===== config.mk =====
export PLATFORM = sky130hd
export DESIGN_NAME = vga_timing_gen_param
export DESIGN_NICKNAME = d
export VERILOG_FILES = /design/src/rtl/vga_timing_pkg.sv /design/src/rtl/vga_timing_gen_param_delay.sv /design/src/rtl/vga_timing_gen_param.sv
export SDC_FILE = /design/constraint.sdc
export NUM_CORES = 1
export LEC_CHECK = 0
export CORE_UTILIZATION = 47
export DETAILED_ROUTE_END_ITERATION = 10
export PLACE_DENSITY_LB_ADDON = 0.2
export SLEW_MARGIN = 10
export SYNTH_ARGS = -nofsm -noshare
export SYNTH_HDL_FRONTEND = slang
export SYNTH_SLANG_ARGS = --single-unit

===== constraint.sdc =====
create_clock -name iCLK -period 3.73 [get_ports iCLK]
set_clock_uncertainty 0.1 [all_clocks]
set_input_delay 0.746 -clock iCLK [delete_from_list [all_inputs] [get_ports iCLK]]
set_output_delay 0.746 -clock iCLK [all_outputs]
set_load 0.05 [all_outputs]

===== src/rtl/vga_timing_pkg.sv =====
// rtl/vga_timing_pkg.sv - shared VGA timing constants, control bundle and helpers
package vga_timing_pkg;

  // 640x480 @ 60 Hz, 25.175 MHz pixel clock
  localparam int VGA640_H_ACT  = 640;
  localparam int VGA640_H_FP   = 16;
  localparam int VGA640_H_SYNC = 96;
  localparam int VGA640_H_BP   = 48;
  localparam int VGA640_V_ACT  = 480;
  localparam int VGA640_V_FP   = 10;
  localparam int VGA640_V_SYNC = 2;
  localparam int VGA640_V_BP   = 33;

  // 800x600 @ 72 Hz, 50 MHz pixel clock
  localparam int SVGA800_H_ACT  = 800;
  localparam int SVGA800_H_FP   = 56;
  localparam int SVGA800_H_SYNC = 120;
  localparam int SVGA800_H_BP   = 64;
  localparam int SVGA800_V_ACT  = 600;
  localparam int SVGA800_V_FP   = 37;
  localparam int SVGA800_V_SYNC = 6;
  localparam int SVGA800_V_BP   = 23;

  // Per-position control bits carried down the alignment pipeline
  typedef struct packed {
    logic hs;
    logic vs;
    logic act;
    logic fetch;
  } vga_ctl_t;

  // Blanking interval length: front porch + sync + back porch
  function automatic int blank_len(input int fp, input int sync, input int bp);
    return fp + sync + bp;
  endfunction

  // Full line or frame length including the active region
  function automatic int total_len(input int fp, input int sync, input int bp, input int act);
    return fp + sync + bp + act;
  endfunction

  // Pin level for a sync output given its asserted polarity
  function automatic logic sync_level(input logic pol, input logic asserted);
    return asserted ? pol : ~pol;
  endfunction

endpackage


===== src/rtl/vga_timing_gen_param_delay.sv =====
// rtl/vga_timing_gen_param_delay.sv - parametrised shift register with synchronous clear
module vga_delay_line #(
  parameter int DEPTH = 1,
  parameter int WIDTH = 1
) (
  input  logic             clk_i,
  input  logic             clr_i,
  input  logic [WIDTH-1:0] d_i,
  output logic [WIDTH-1:0] q_o
);

  if (DEPTH == 0) begin : g_pass
    // Zero depth is a plain wire; clock and clear are intentionally ignored
    logic unused_ok;
    assign unused_ok = &{1'b0, clk_i, clr_i};
    assign q_o = d_i;
  end else begin : g_shift
    logic [WIDTH-1:0] stage_q [DEPTH];

    // Shift one stage per clock; clear empties every stage at once
    always_ff @(posedge clk_i) begin
      if (clr_i) begin
        for (int i = 0; i < DEPTH; i++) stage_q[i] <= '0;
      end else begin
        stage_q[0] <= d_i;
        for (int i = 1; i < DEPTH; i++) stage_q[i] <= stage_q[i-1];
      end
    end

    assign q_o = stage_q[DEPTH-1];
  end

endmodule


===== src/rtl/vga_timing_gen_param.sv =====
// rtl/vga_timing_gen_param.sv - parametrised VGA timing generator with frame-buffer fetch
module vga_timing_gen_param
  import vga_timing_pkg::*;
#(
  parameter int   H_ACT   = VGA640_H_ACT,
  parameter int   H_FP    = VGA640_H_FP,
  parameter int   H_SYNC  = VGA640_H_SYNC,
  parameter int   H_BP    = VGA640_H_BP,
  parameter int   V_ACT   = VGA640_V_ACT,
  parameter int   V_FP    = VGA640_V_FP,
  parameter int   V_SYNC  = VGA640_V_SYNC,
  parameter int   V_BP    = VGA640_V_BP,
  parameter int   V_MARK  = 0,
  parameter int   COLOR_W = 8,
  parameter int   RD_LAT  = 2,
  parameter logic HS_POL  = 1'b0,
  parameter logic VS_POL  = 1'b0,
  parameter int   CNT_W   = 12
) (
  input  logic               iCLK,
  input  logic               iRST_N,
  input  logic               iEN,
  input  logic [COLOR_W-1:0] iRed,
  input  logic [COLOR_W-1:0] iGreen,
  input  logic [COLOR_W-1:0] iBlue,
  output logic               READ_Request,
  output logic [COLOR_W-1:0] oVGA_R,
  output logic [COLOR_W-1:0] oVGA_G,
  output logic [COLOR_W-1:0] oVGA_B,
  output logic               oVGA_H_SYNC,
  output logic               oVGA_V_SYNC,
  output logic               oVGA_BLANK,
  output logic               oVGA_SYNC,
  output logic               oVGA_CLOCK,
  output logic               oFrame_Start,
  output logic [CNT_W-1:0]   oH_Cont,
  output logic [CNT_W-1:0]   oV_Cont
);

  localparam int H_BLANK = blank_len(H_FP, H_SYNC, H_BP);
  localparam int H_TOTAL = total_len(H_FP, H_SYNC, H_BP, H_ACT);
  localparam int V_BLANK = blank_len(V_FP, V_SYNC, V_BP);
  localparam int V_TOTAL = total_len(V_FP, V_SYNC, V_BP, V_ACT);
  // One stage matches the READ_Request register, RD_LAT more cover the memory latency
  localparam int DLY     = RD_LAT + 1;

  logic [CNT_W-1:0]   h_q, h_d, v_q, v_d;
  logic               clr;
  vga_ctl_t           ctl0, ctl_al;
  logic               fs0;
  logic               req_q, fs_q, blank_q, hs_q, vs_q;
  logic [COLOR_W-1:0] r_q, g_q, b_q;

  // Disable behaves like reset so a re-enable always restarts at (0,0)
  assign clr = !iRST_N || !iEN;

  // Next counter position: H wraps at end of line, V advances on each H wrap
  always_comb begin
    h_d = h_q + 1'b1;
    v_d = v_q;
    if (h_q == CNT_W'(H_TOTAL - 1)) begin
      h_d = '0;
      v_d = (v_q == CNT_W'(V_TOTAL - 1)) ? '0 : v_q + 1'b1;
    end
  end

  // Frame position counters
  always_ff @(posedge iCLK) begin
    if (clr) begin
      h_q <= '0;
      v_q <= '0;
    end else begin
      h_q <= h_d;
      v_q <= v_d;
    end
  end

  // Stage-0 decode of the current position
  always_comb begin
    ctl0.hs    = (h_q >= CNT_W'(H_FP)) && (h_q < CNT_W'(H_FP + H_SYNC));
    ctl0.vs    = (v_q >= CNT_W'(V_FP)) && (v_q < CNT_W'(V_FP + V_SYNC));
    ctl0.act   = (h_q >= CNT_W'(H_BLANK)) && (v_q >= CNT_W'(V_BLANK));
    ctl0.fetch = ctl0.act && (v_q >= CNT_W'(V_BLANK + V_MARK));
    fs0        = (h_q == CNT_W'(H_BLANK)) && (v_q == CNT_W'(V_BLANK + V_MARK));
  end

  vga_delay_line #(
    .DEPTH (DLY),
    .WIDTH ($bits(vga_ctl_t))
  ) u_align (
    .clk_i (iCLK),
    .clr_i (clr),
    .d_i   (ctl0),
    .q_o   (ctl_al)
  );

  // Request/frame-start registered from stage 0; pixel outputs from the aligned stage
  always_ff @(posedge iCLK) begin
    if (clr) begin
      req_q   <= 1'b0;
      fs_q    <= 1'b0;
      blank_q <= 1'b0;
      hs_q    <= ~HS_POL;
      vs_q    <= ~VS_POL;
      r_q     <= '0;
      g_q     <= '0;
      b_q     <= '0;
    end else begin
      req_q   <= ctl0.fetch;
      fs_q    <= fs0;
      blank_q <= ctl_al.act;
      hs_q    <= sync_level(HS_POL, ctl_al.hs);
      vs_q    <= sync_level(VS_POL, ctl_al.vs);
      r_q     <= ctl_al.fetch ? iRed   : '0;
      g_q     <= ctl_al.fetch ? iGreen : '0;
      b_q     <= ctl_al.fetch ? iBlue  : '0;
    end
  end

  assign READ_Request = req_q;
  assign oFrame_Start = fs_q;
  assign oVGA_BLANK   = blank_q;
  assign oVGA_H_SYNC  = hs_q;
  assign oVGA_V_SYNC  = vs_q;
  assign oVGA_R       = r_q;
  assign oVGA_G       = g_q;
  assign oVGA_B       = b_q;
  assign oVGA_SYNC    = 1'b0;
  assign oVGA_CLOCK   = iCLK;
  assign oH_Cont      = h_q;
  assign oV_Cont      = v_q;

endmodule


# After elaboration in Yosys (flattened, before gate mapping)
# Memories as Yosys holds them, arrays and structs flattened.
# Cells that the tools add are included.
# totals
wordCells,46
ram_bits,12
inputBits,27
ff_bits,53
out_inout_bits,55
memories,1
# memory_table
name,words,width,rd,rd_ports_with_merged_regs,wr,line,rtl
u_align.g_shift.stage_q,3,4,3,0,3,vga_timing_gen_param_delay.sv:18,logic [WIDTH-1:0] stage_q [DEPTH];
# op_classes
eq_ne,4
n_lt_le_gt_ge,6
reduce_logical,10
add_sub_neg,2
bitwise_logic,4
mux,9
# ops
operator,count
adder 12 x 1 -> 12 bit (second input constant),2
== test 12 x 10 -> 1 bit (second input constant),2
== test 12 x 6 -> 1 bit (second input constant),1
== test 12 x 8 -> 1 bit (second input constant),1
greater-or-equal comparator 12 x 4 -> 1 bit (second input constant),1
greater-or-equal comparator 12 x 5 -> 1 bit (second input constant),1
greater-or-equal comparator 12 x 6 -> 1 bit (second input constant),1
greater-or-equal comparator 12 x 8 -> 1 bit (second input constant),1
less-than comparator 12 x 4 -> 1 bit (second input constant),1
less-than comparator 12 x 7 -> 1 bit (second input constant),1
two-way mux 12 bit,1
two-way mux 4 bit,3
logical AND 1 bit,5
two-way mux 1 bit,5
OR reduction 2 bit,2
OR 1 bit,3
logical NOT 1 bit,2
logical OR 1 bit,1
NOT 1 bit,1

# Longest topological paths before layout
# Gate-level depths: netlist (run 1).
# logic_depth
word_depth,5
ltp_mapped,6
ltp_nobuf,6

# By module
# From an unflattened synthesis (run 1), not the netlist that was laid out.
# unflattened
hier_cells,258
area_unflattened_um2,2506.2
# by_module_without_submodules
module,cells_per_inst,n_inst,seq_area_each_um2,area_per_inst_um2
vga_timing_gen_param,229,1,1061.0,2109.5
vga_delay_line,29,1,240.2,396.6

==> results of run 1 <==
-- layer usage --
metal	share of wire	routed length [um]	vias to the layer above
met1	0.47	2400	859
met4	0.011	55	0
met3	0.066	340	6
li1	-	-	975
met5	0	0	-
met2	0.46	2360	74
-- how the worst max path moves through the flow --
| stage | endpoint | cells after the start |
|---|---|---|
| 2_1_floorplan | oVGA_CLOCK | 1 |
| 3_3_place_gp | oVGA_CLOCK | 1 |
| 3_5_place_dp | oVGA_CLOCK | 1 |
| 4_1_cts | oVGA_CLOCK | 3 |
| 5_1_grt | oVGA_CLOCK | 3 |
| 6_report | oVGA_CLOCK | 3 |
-- synth_stat cells, types with 3 or more instances --
cell and n:
a21oi_1 10, and2_1 25, and3_1 11, and4_1 4, buf_2 3, clkbuf_1 4
dfxtp_1 61, ha_1 7, inv_1 7, nand2_1 13, nand3_1 11, nand4_1 5
nor2_1 21, nor3_1 3, o21ai_0 11, or3_1 7, xnor2_1 5, xor2_1 8
-- final cells by class --
| type | count | area share |
|---|---|---|
| sequential | 61 | 0.365 |
| multi-input combinational | 159 | 0.294 |
| timing repair buffer | 80 | 0.239 |
| clock buffer | 17 | 0.0658 |
| tap | 54 | 0.0202 |
| clock inverter | 1 | 0.00897 |
| inverter | 7 | 0.00785 |
-- state kept, by name, summed over array words and instances, names as in the netlist --
register                 flops
oFrame_Start                 1
oH_Cont                     12
oVGA_B                       8
oVGA_BLANK                   1
oVGA_G                       8
oVGA_H_SYNC                  1
oVGA_R                       8
oVGA_V_SYNC                  1
oV_Cont                     12
u_align.g_shift.stage_q      9
-- placed cells by master (no fill, tap or decap), drive strengths merged --
cell type,count
clkdlybuf4s50,80
dfxtp,61
and2,26
nor2,21
clkbuf,16
nand2,13
o21ai,11
and3,11
nand3,11
a21oi,10
xor2,8
inv,7
or3,7
ha,7
xnor2,5
nand4,5
and4,4
nor3,3
nor4,2
nor3b,2
nor4b,2
or4,2
a221oi,1
nor4bb,1
and4b,1
nand4bb,1
or4b,1
o31ai,1
nand4b,1
a211oi,1
conb,1
bufinv,1
buf,1
-- power groups by stage --
stage / Combinational [uW] / Sequential (uW) / Clock, uW
6_report: 46.6 / 654 / 735
5_1_grt: 49.8 / 654 / 777
2_1_floorplan: 10.3 / 672 / 57.8
3_3_place_gp: 46.3 / 668 / 61.9
4_1_cts: 46.7 / 654 / 746
3_5_place_dp: 46.1 / 668 / 61.9
-- through the flow --
step / cell area, um^2 / setup slack (ps) / instances
2_1_floorplan: 2290 / 852 / 237
3_3_place_gp: 3110 / 347 / 362
3_5_place_dp: 3110 / 347 / 362
4_1_cts: 3350 / 88.7 / 379
5_1_grt: 3350 / 77.1 / 379
6_report: 3350 / 97.2 / 379
-- worst reg2reg max path, stage by stage, from the launching register on --
cell	delay, ps
dfxtp_1	420
or4b_1	600
or4_1	640
or4_1	440
a21oi_1	150
-- kinds of logic after synthesis --
logic type | count (synthesis)
compound gates | 24
xor+xnor | 13
fa+ha+maj | 7
buf+inv | 17
flops | 61
other cells | 1
simple gates | 114
==> metrics, run 1 <==
Worst Max-Slew Pin Slew=656 ps; core region area=4690 um^2; synthesized cell area=2290 um^2; critical path arrival=2790 ps; top_reg_cell synth=dfxtp_1; Netlist cell types=34; sequential area share after synthesis=0.534; Worst Hold Depth=1; Crit. End Element=primary output; Clk pin slew, worst setup/hold paths=60 ps; Post-synth EDFFs=0; register area=1220 um^2; CP max stage cell=clkdlybuf4s50_1; worst rel slew slack=0.557; TritonCTS clock tree=yes; fraction of layout cells with a size suffix above 1=0.0523; area taken by multi-input logic gates=983 um^2; PostCTS Resize Cnt=0; final hold vios=0; DR vias/cell=5.05; cts hold-fix bufs=0; Top Ports=82; Pint=1120 uW; WP data required=2880 ps; crit-path most repeated cell=clkbuf_8; grt peak-use layer=met2; met1 usage=0.253; antenna violations before repair=0; area leader, netlist=dfxtp_1; dominant cells by area after synthesis=dfxtp_1 (53%), and2_1 (6.8%), ha_1 (3.8%); highest cell delay on the worst timing path=690 ps; Synth top area share=0.534; routed via count=1914; hpwl dp=3440 um; post-layout util=0.713; Max IR drop VDD=0.287 mV; CP cell instances=clkbuf_8 -> clkbuf_8 -> clkdlybuf4s50_1; overall die area=5150 um^2; cell area power density=429 nW/um^2; final hold slack=269 ps; largest family of logic cells by synthesized area=simple AND/OR/NAND/NOR gates; worst hold path class=register to register; final WL=5150 um; first-pass GRT wire length=7840 um; Initial Util=0.487; startpoint types=clock port; GP Congestion=0.826; Crit path max-delay family=buffers and inverters; Hold Crit Start=u_align.g_shift.stage_q[0][11]; Worst Reg2Reg Path Length in Cells=4; max-cap violations=0; Comb power frac=0.032; post-synthesis mux area share=0; worst r2r src=oH_Cont[6]; DR WL/cell=13.6 um; DR iter-0 viols=74; largest net degree at the start of global routing=26; Syn Area/Cell=9.65 um^2; adder-cell share of the synthesized area=0.0383; fillers=367; post-synthesis compound-gate area fraction=0.0563; area growth from synthesis to layout=46.3%; Mapped Nets=271; Reg power frac=0.456; Worst Setup Path Type=clock port to primary output; CP max FO=2; Critical Path Start=iCLK; # setup viols final=0; worst reg-to-reg setup slack=1330 ps; met2 usage=0.309; cell count after synthesis=237; NetSw=312 uW; drc violations=0; Synth Area in Simple Gates=0.284; outcome=complete, no violations; Buf/Inv on CP=3; post-CTS setup buffers=0; Sw Share=0.217; ys async rst share=0; die width=71.8 um; # port buffers=80; GR Util met3=0.0774; Ys Warns=0; final-report max-slew violation count=0; Clock Power Share=0.512; worst hold endpoint=oVGA_H_SYNC; vias in the first global route=1694; Die H=71.8 um; DRT Pass-1 Iters=4; nets@finish=356; gr ovfl total=0; leakage power figure=0.00123 uW; Worst-Skew Late Latency=430 ps; XOR/XNOR Fraction of Synth Area=0.0498; worst reg2reg endpoint=oV_Cont[11]; Antenna Cells=0; RSZ-0062 raised after global routing=false; Routed Antenna Nets=0; Global Route Usage Sum=0.202; Setup TNS Final=0 ps; Power Total=1440 uW; register bit total from synthesis=61; # rows=25
(Power assumes the default switching activity.)
==> run 2: changes to the inputs <==
==> constraint.sdc (replaced) <==
create_clock -name iCLK -period 4.5 [get_ports iCLK]
set_clock_uncertainty 0.1 [all_clocks]
set_input_delay 1.35 -clock iCLK [delete_from_list [all_inputs] [get_ports iCLK]]
set_output_delay 1.35 -clock iCLK [all_outputs]
set_load 0.05 [all_outputs]
==> metrics, run 2 (same netlist as run 1, synthesis figures left out) <==
outcome=complete, no violations (unchanged); Critical Path Start=iCLK (unchanged); CP max stage cell=dlygate4sd2_1 (was clkdlybuf4s50_1); Cells after DPL=361 (was 362); Max IR drop VDD=0.176 mV (was 0.287 mV); crit-path most repeated cell=clkbuf_8 (unchanged); DR iter-0 viols=85 (was 74); final WL=4880 um (was 5150 um); PostCTS Resize Cnt=1 (was 0); CP cell instances=clkbuf_8 -> clkbuf_8 -> dlygate4sd2_1 (was clkbuf_8 -> clkbuf_8 -> clkdlybuf4s50_1); Clock Power Share=0.505 (was 0.512); Top Ports=82 (unchanged); Comb power frac=0.032 (about the same); post-place setup slack=128 ps (was 347 ps); grt peak-use layer=met2 (unchanged); largest net degree at the start of global routing=26 (unchanged); Global Route Usage Sum=0.196 (was 0.202); CP max FO=2 (unchanged); Crit. End Element=primary output (unchanged); vias in the first global route=1692 (was 1694); met1 usage=0.243 (was 0.253); Routed Antenna Nets=0 (unchanged); Pint=897 uW (was 1120 uW); Worst Max-Slew Pin Slew=806 ps (was 656 ps); most common cell after layout, fill and taps aside=clkdlybuf4s50_1 (unchanged); # rows=25 (unchanged); WP data required=3050 ps (was 2880 ps); max-cap violations=0 (unchanged); PnR worst setup slack=161 ps (was 97.2 ps); nets@finish=355 (was 356); Worst-Skew Late Latency=430 ps (about the same); Worst Hold Depth=1 (unchanged); antenna violations before repair=0 (unchanged); routed via count=1932 (was 1914); overall die area=5150 um^2 (unchanged); Setup TNS Final=0 ps (unchanged); startpoint types=clock port (unchanged); cell area power density=351 nW/um^2 (was 429 nW/um^2); first-pass GRT wire length=7690 um (was 7840 um); critical path arrival=2890 ps (was 2790 ps); # setup viols final=0 (unchanged); Worst Reg2Reg Path Length in Cells=4 (unchanged); DRT Pass-1 Iters=4 (unchanged); NetSw=274 uW (was 312 uW); TritonCTS clock tree=yes (unchanged); Worst Setup Path Type=clock port to primary output (unchanged); hpwl dp=3420 um (was 3440 um); highest cell delay on the worst timing path=420 ps (was 690 ps); GP Congestion=0.801 (was 0.826); GR Util met3=0.0731 (was 0.0774); Initial Util=0.487 (unchanged); core region area=4690 um^2 (unchanged); DR WL/cell=12.9 um (was 13.6 um); met2 usage=0.301 (was 0.309); Reg power frac=0.463 (was 0.456); worst rel slew slack=0.459 (was 0.557); RSZ-0062 raised after global routing=false (unchanged); Non-Filler Instances=380 (was 379); post-CTS setup buffers=0 (unchanged); die width=71.8 um (unchanged); worst r2r src=oH_Cont[6] (unchanged); leakage power figure=0.00122 uW (was 0.00123 uW); Sw Share=0.234 (was 0.217); final hold vios=0 (unchanged); fillers=366 (was 367); Antenna Cells=0 (unchanged); worst hold path class=register to register (unchanged); area growth from synthesis to layout=46.0% (was 46.3%); DR vias/cell=5.08 (was 5.05); cts hold-fix bufs=0 (unchanged); Clk pin slew, worst setup/hold paths=60 ps (about the same); final-report max-slew violation count=0 (unchanged); drc violations=0 (unchanged); Hold Crit Start=u_align.g_shift.stage_q[0][10] (was u_align.g_shift.stage_q[0][11]); commonest non-fill, non-tap cells in the layout=clkdlybuf4s50_1 (79), dfxtp_1 (61), and2_1 (25) (was clkdlybuf4s50_1 (80), dfxtp_1 (61), and2_1 (25)); # port buffers=80 (unchanged); gr ovfl total=0 (unchanged); final hold slack=271 ps (was 269 ps); Die H=71.8 um (unchanged); fraction of layout cells with a size suffix above 1=0.0583 (was 0.0523)
==> run 2: cell types whose count changed in the layout (fill, tap and decap cells not counted) <==
cell	before	now
dlygate4sd2_1	0	1
clkinvlp_4	0	3
o21ai_0	11	10
clkbuf_8	15	13
o21ai_1	0	1
clkdlybuf4s50_1	80	79
buf_4	1	0
clkbuf_1	1	0
clkinv_2	0	2
==> run 2: path summary, 6_finish.rpt <==
| kind | slack [ps] | to |
|---|---|---|
| min reg2reg | 270 | oVGA_V_SYNC |
| max | 160 | oVGA_CLOCK |
| min | 270 | oVGA_V_SYNC |
| max reg2reg | 2040 | oV_Cont[11] |
==> run 2: final cells by class <==
type	instances	area, um^2	share of cell area
Clock inverter	6	62.6	0.0187
Sequential cell	61	1220	0.366
Clock buffer	14	188	0.0562
Timing Repair Buffer	79	791	0.237
Inverter	7	26.3	0.00787
Multi-Input combinational cell	159	983	0.294
Tap cell	54	67.6	0.0202
==> run 2: stage by stage <==
stage / cell area [um^2] / utilization / power (uW)
after CTS: 3340 / 0.712 / 1180
after detailed placement: 3100 / 0.661 / 643
final: 3340 / 0.712 / 1170
after global placement: 3100 / 0.661 / 643
after floorplan: 2290 / - / 613
after global routing: 3340 / 0.712 / 1210
==> run 2: metal layers <==
layer | up-vias | part of all wire
li1 | 978 | -
met1 | 870 | 0.45
met2 | 76 | 0.47
met3 | 8 | 0.068
met4 | 0 | 0.012
met5 | - | 0
==> run 2: power by group through the flow <==
| stage | clock (uW) | combinational (uW) | sequential, uW |
|---|---|---|---|
| CTS | 602 | 37.7 | 542 |
| detailed placement | 51.3 | 37.1 | 554 |
| floorplan | 47.9 | 8.52 | 557 |
| finish | 591 | 37.5 | 542 |
| global route | 629 | 40.3 | 542 |
| global placement | 51.3 | 37.1 | 554 |
==> run 2: critical path, delay by kind of cell <==
family	cells	cell delay (ps)
buf+inv	3	640
